**config.mk**
```make
export PLATFORM = sky130hd
export DESIGN_NAME = core_mem_arbiter
export DESIGN_NICKNAME = d
export VERILOG_FILES = /design/src/rtl/core_mem_arbiter.sv
export SDC_FILE = /design/constraint.sdc
export NUM_CORES = 1
export LEC_CHECK = 0
export ABC_AREA = 1
export CAP_MARGIN = 40
export CORE_UTILIZATION = 43
export DETAILED_ROUTE_END_ITERATION = 10
export PLACE_DENSITY_LB_ADDON = 0.2
export SYNTH_ARGS = -nofsm -noshare
export SYNTH_HDL_FRONTEND = slang
export SYNTH_SLANG_ARGS = --single-unit
```
**constraint.sdc**
```tcl
create_clock -name clk -period 1.47 [get_ports clk]
set_input_delay 0.294 -clock clk [delete_from_list [all_inputs] [get_ports clk]]
set_output_delay 0.294 -clock clk [all_outputs]
set_load 0.02 [all_outputs]
```
**src/rtl/core_mem_arbiter.sv**
```systemverilog
// core_mem_arbiter: merges the core instruction and data ports onto one split-transaction memory port.
// Define CORE_MEM_ARB_RR_EN for round-robin arbitration; default is fixed priority, data over instruction.
module core_mem_arbiter #(
  parameter int TIMEOUT_CYCLES = 1024
) (
  input  logic        clk,
  input  logic        rst_n,
  input  logic        i_req_val,
  input  logic [31:0] i_req_addr,
  output logic        i_req_ack,
  output logic [31:0] i_ack_rdata,
  input  logic        d_req_val,
  input  logic [31:0] d_req_addr,
  input  logic [2:0]  d_req_cop,
  input  logic [31:0] d_req_wdata,
  input  logic [2:0]  d_req_size,
  output logic        d_req_ack,
  output logic [31:0] d_ack_rdata,
  output logic        m_req_val,
  input  logic        m_req_rdy,
  output logic [31:0] m_req_addr,
  output logic [2:0]  m_req_cop,
  output logic [31:0] m_req_wdata,
  output logic [2:0]  m_req_size,
  output logic        m_req_src,
  input  logic        m_ack_val,
  input  logic [31:0] m_ack_rdata,
  output logic        err_unexp_ack,
  output logic        err_timeout
);
  typedef enum logic [1:0] {IDLE, ISSUE, WAIT_RESP} state_t;
  localparam int CW = (TIMEOUT_CYCLES > 0) ? $clog2(TIMEOUT_CYCLES + 1) : 1;
  state_t r_state, w_next;
  logic [31:0] r_addr, r_wdata, r_i_rdata, r_d_rdata;
  logic [2:0] r_cop, r_size;
  logic [CW-1:0] r_cnt;
  logic r_src, r_unexp, r_timeout;
  logic w_pick_d, w_grant, w_ack;
  assign w_grant = (r_state == IDLE) && (i_req_val || d_req_val);
  assign w_ack = (r_state == WAIT_RESP) && m_ack_val;
`ifdef CORE_MEM_ARB_RR_EN
  logic r_last_src;
  assign w_pick_d = d_req_val && (!i_req_val || !r_last_src);
  always_ff @(posedge clk or negedge rst_n) begin
    if (!rst_n) r_last_src <= 1'b0;
    else if (w_grant) r_last_src <= w_pick_d;
  end
`else
  assign w_pick_d = d_req_val;
`endif
  always_ff @(posedge clk or negedge rst_n) begin
    if (!rst_n) r_state <= IDLE;
    else r_state <= w_next;
  end
  always_comb begin
    w_next = r_state;
    case (r_state)
      IDLE:      if (i_req_val || d_req_val) w_next = ISSUE;
      ISSUE:     if (m_req_rdy) w_next = WAIT_RESP;
      WAIT_RESP: if (m_ack_val) w_next = IDLE;
      default:   w_next = IDLE;
    endcase
  end
  always_ff @(posedge clk or negedge rst_n) begin
    if (!rst_n) begin
      r_addr    <= '0;
      r_cop     <= '0;
      r_wdata   <= '0;
      r_size    <= '0;
      r_src     <= 1'b0;
      r_i_rdata <= '0;
      r_d_rdata <= '0;
      r_cnt     <= '0;
      r_unexp   <= 1'b0;
      r_timeout <= 1'b0;
    end else begin
      if (w_grant) begin
        r_addr  <= w_pick_d ? d_req_addr : i_req_addr;
        r_cop   <= w_pick_d ? d_req_cop : 3'b000;
        r_wdata <= w_pick_d ? d_req_wdata : 32'h0;
        r_size  <= w_pick_d ? d_req_size : 3'b010;
        r_src   <= w_pick_d;
      end
      if (w_ack && !r_src) r_i_rdata <= m_ack_rdata;
      if (w_ack && r_src) r_d_rdata <= m_ack_rdata;
      if (m_ack_val && r_state != WAIT_RESP) r_unexp <= 1'b1;
      // With TIMEOUT_CYCLES == 0 the saturation value is 0, so the counter never moves.
      if (r_state == ISSUE && m_req_rdy) r_cnt <= '0;
      else if (r_state == WAIT_RESP && !m_ack_val && r_cnt != CW'(TIMEOUT_CYCLES)) begin
        r_cnt <= r_cnt + CW'(1);
        if (r_cnt == CW'(TIMEOUT_CYCLES - 1)) r_timeout <= 1'b1;
      end
    end
  end
  assign m_req_val     = (r_state == ISSUE);
  assign m_req_addr    = r_addr;
  assign m_req_cop     = r_cop;
  assign m_req_wdata   = r_wdata;
  assign m_req_size    = r_size;
  assign m_req_src     = r_src;
  assign i_req_ack     = w_ack && !r_src;
  assign d_req_ack     = w_ack && r_src;
  assign i_ack_rdata   = i_req_ack ? m_ack_rdata : r_i_rdata;
  assign d_ack_rdata   = d_req_ack ? m_ack_rdata : r_d_rdata;
  assign err_unexp_ack = r_unexp;
  assign err_timeout   = r_timeout;
endmodule

```
==> run metrics <==
antenna violations before repair=0; top cell type's share of synthesized area=0.5812; count of flip-flops with a built-in enable after synthesis=0; Ant. Diodes=0; synthesized instance count=around 660; result of the run=finished with violations; synthesis warning total=0; Synth Area per Inst=approximately 9.8 µm²; post-synthesis cell area=6459 µm²; violated checks=negative setup slack; smallest hold slack=about 0.3 ns; FF/Latch Area=around 3800 µm²; pwr dens=approximately 2200 nW/µm²; Min-Delay Path Class=in2async; number of port buffers=approximately 280; overall routed net length=between 20,000 and 25,000 µm; cell with the most instances after synthesis=sky130_fd_sc_hd__nand2_1; worst ir drop on vdd=~0.0012 V; maximum level of the CTS H-tree=4; post-placement cell area=10,320 µm²; cells on worst reg2reg path=12; capturing element type of the critical path=output pin; placed wire-length estimate after detailed placement=14,290 µm; fraction of the yosys area taken by sequential cells=0.5812; buffer depth of the longest clock path=2; max-capacitance violation count=0; leftover overflow at the end of global routing=0; utilization after layout=0.7917; final slew viol count=0; number of violations reported at the end of detailed-routing iteration 0=a little over 300; syn_nets=804; total power=around 25 mW; length of the first detailed-routing pass in iterations=4; CTS tree=built; cell chosen for the clock root=sky130_fd_sc_hd__clkbuf_16; crit-path cells=inv_2 > nor2_4 > nand2_4 > nor2_4 > inv_4 > buf_12 > buf_12 > o21ai_4 > buf_6; standard cell with the maximum stage delay on the critical path=sky130_fd_sc_hd__dfrtp_1; Avg WL per Cell=around 19 µm; count of state elements after synthesis=150; leakage power summed over all cells=~5.5 nW; DRC violation count after routing=0; post-route cell area=roughly 12,000 µm²; Synth-to-Final Area Change=78.83%; asr flop ratio synth=1.000; Die Width=124.6 µm; endpoint required time on the critical path=~1.2 ns; global routing usage summed across all routing layers=0.2702; starting utilization of the core area=0.4427; kind of critical path=reg2out; clock insertion delay at the later pin of the skew report=0.42 ns; vertical die dimension=about 120 µm; count of antenna-violating nets left after detailed routing=0; gp weighted congestion=roughly 0.84; I/O pin total=between 200 and 300; Placement Setup Slack=-0.9222 ns; Row Count=between 40 and 50; period utilisation layout=1.470; proportion of layout cells with a drive suffix above 1=0.3435; vias per inst=5.096; Worst-Margin Slew=approximately 0.54 ns; Filler cells=859; Worst-path clk slew=0.06 ns; worst setup skew after layout=0.02022 ns; fin worst setup slack=-0.6911 ns; number of buffers created by CTS=17; number of nets in the layout=between 1,000 and 1,500; vias in the first global route=6,214; total area of multi-input combinational cells=between 2000 and 3000 µm²; Post-synth top cells=172 x sky130_fd_sc_hd__nand2_1, 150 x sky130_fd_sc_hd__dfrtp_1, 81 x sky130_fd_sc_hd__inv_1; predominant post-synthesis flop cell=sky130_fd_sc_hd__dfrtp_1; Hold Fails Final Rpt=0; critical-path maximum fanout=13; CP Launch Type=flip-flop; cell type contributing the most total cell area after synthesis=sky130_fd_sc_hd__dfrtp_1; wire length of the first global-routing pass=32,360 µm; maximum clock frequency=between 0.4 and 0.5 GHz; sinks on the clock net=150; count of final setup violators=141; Crit path buffers/inverters=5; tightest slew margin relative to the limit=0.6366; largest cells by area after synthesis=sky130_fd_sc_hd__dfrtp_1 58%, sky130_fd_sc_hd__nand2_1 10%, sky130_fd_sc_hd__o21ai_2 6.1%, sky130_fd_sc_hd__a22o_1 5.0%, sky130_fd_sc_hd__o21ai_0 4.8%; setup repair after global routing missed its margin=true; largest net degree at the start of global routing=between 40 and 50; delay contributed by the slowest stage of the critical path=~0.36 ns; count of distinct cell types in the synthesized netlist=26; Crit path depth=9; DIE AREA=approximately 16,000 µm²; minimum clock period after layout=2.161 ns; arrival time of data at the critical path endpoint=approximately 1.9 ns; cell family with the largest share of critical-path delay=buffers and inverters; total number of vias=6,130; placeable core region=roughly 15,000 µm²
[power breakdown]
part	switching, mW	internal [mW]	leakage, nW	total (mW)
Sequential	1.06	5.97	1.88	7.04
Combinational	7.28	6.37	3.33	13.7
Clock	1.79	2.52	0.271	4.32
Total	10.1	14.9	5.49	25.0
[layout by cell type (no fill, tap or decap), types with 2 or more instances in the layout]
cell	n
sky130_fd_sc_hd__dfrtp_1	147
sky130_fd_sc_hd__clkdlybuf4s50_1	137
sky130_fd_sc_hd__nand2_1	107
sky130_fd_sc_hd__inv_1	79
sky130_fd_sc_hd__buf_4	78
sky130_fd_sc_hd__o21ai_4	66
sky130_fd_sc_hd__nand2_2	62
sky130_fd_sc_hd__o21ai_0	50
sky130_fd_sc_hd__buf_6	45
sky130_fd_sc_hd__dlygate4sd2_1	38
sky130_fd_sc_hd__a22o_1	37
sky130_fd_sc_hd__clkdlybuf4s15_1	25
sky130_fd_sc_hd__clkbuf_16	22
sky130_fd_sc_hd__buf_12	20
sky130_fd_sc_hd__o21ai_1	18
sky130_fd_sc_hd__nand4_1	10
sky130_fd_sc_hd__nor2_4	8
sky130_fd_sc_hd__nor2_1	6
sky130_fd_sc_hd__clkbuf_2	6
sky130_fd_sc_hd__inv_6	5
sky130_fd_sc_hd__nand3_1	5
sky130_fd_sc_hd__nand2_4	4
sky130_fd_sc_hd__o21bai_1	4
sky130_fd_sc_hd__clkinvlp_4	4
sky130_fd_sc_hd__nor2_2	3
sky130_fd_sc_hd__dfrtp_2	3
sky130_fd_sc_hd__inv_2	2
sky130_fd_sc_hd__inv_4	2
sky130_fd_sc_hd__o21ai_2	2
sky130_fd_sc_hd__nand3_2	2
sky130_fd_sc_hd__bufinv_16	2
sky130_fd_sc_hd__clkbuf_1	2
sky130_fd_sc_hd__clkinv_4	2
sky130_fd_sc_hd__buf_2	2
sky130_fd_sc_hd__clkdlybuf4s15_2	2
[path summary, 6_finish.rpt]
check                                         from                       to  slack [ns]
setup / recovery            r_state[1]$_DFFE_PN0P_           i_ack_rdata[0]       -0.69
hold / removal                               rst_n   r_d_rdata[3]$_DFF_PN0_        0.30
setup reg to reg            r_state[1]$_DFFE_PN0P_  r_d_rdata[11]$_DFF_PN0_       -0.29
hold reg to reg            err_timeout$_DFFE_PN0P_  err_timeout$_DFFE_PN0P_        0.45
max in group asynchronous                    rst_n  r_i_rdata[11]$_DFF_PN0_        0.63
min in group clk                         d_req_val    m_req_src$_DFFE_PN0P_        0.33
[area by class of cell]
type                       instances  share of cell area
inverter                          85             0.02957
clock inverter                    13             0.01278
clock buffer                      19             0.03748
sequential                       150              0.3253
tap                              184             0.01993
multi-input combinational        392              0.2570
timing repair buffer             360              0.3180
[per-stage QoR]
stage | setup TNS (ns) | std cells
floorplan | -7.937 | 662
global placement | -64.06 | 1136
detailed placement | -65.74 | 1136
CTS | -39.16 | 1180
global route | -57.02 | 1203
finish | -46.41 | 1203
[state kept, by name, summed over array words and instances, names as in the netlist]
name           cells
r_state            2
m_req_cop          3
m_req_src          1
r_i_rdata         32
m_req_addr        32
r_d_rdata         32
m_req_size         3
r_cnt             11
m_req_wdata       32
err_unexp_ack      1
err_timeout        1
[logic make-up after synthesis]
| family | after synthesis | share of synthesized area |
|---|---|---|
| and+or+nand+nor | 210 | 0.1360 |
| AOI/OAI and AO/OA | 178 | 0.1881 |
| DFF | 150 | 0.5812 |
| buffers and inverters | 121 | 0.08950 |
| adders and majority gates | 2 | 0.003874 |
| xor gates and xnor gates | 1 | 0.001356 |
[layer usage]
layer	wire, µm	GRT usage	up-vias	share of wire
met4	1130	0.1729	0	0.051
met2	12040	0.4550	283	0.54
met3	1391	0.08548	64	0.062
met1	7802	0.2936	2954	0.35
met5	0	0	-	0
li1	-	-	2829	-
[repair_timing]
action / 4_1_cts / 5_1_grt
buffers inserted: 10 / 11
setup endpoints to repair: 140 / 149
gates resized for setup: 506 / 100
gates cloned: 1 / 12
pin swaps: 4 / 10
hold buffers: 1 / 0
endpoints found under the hold margin: 19 / 0
(Power assumes the default switching activity.)
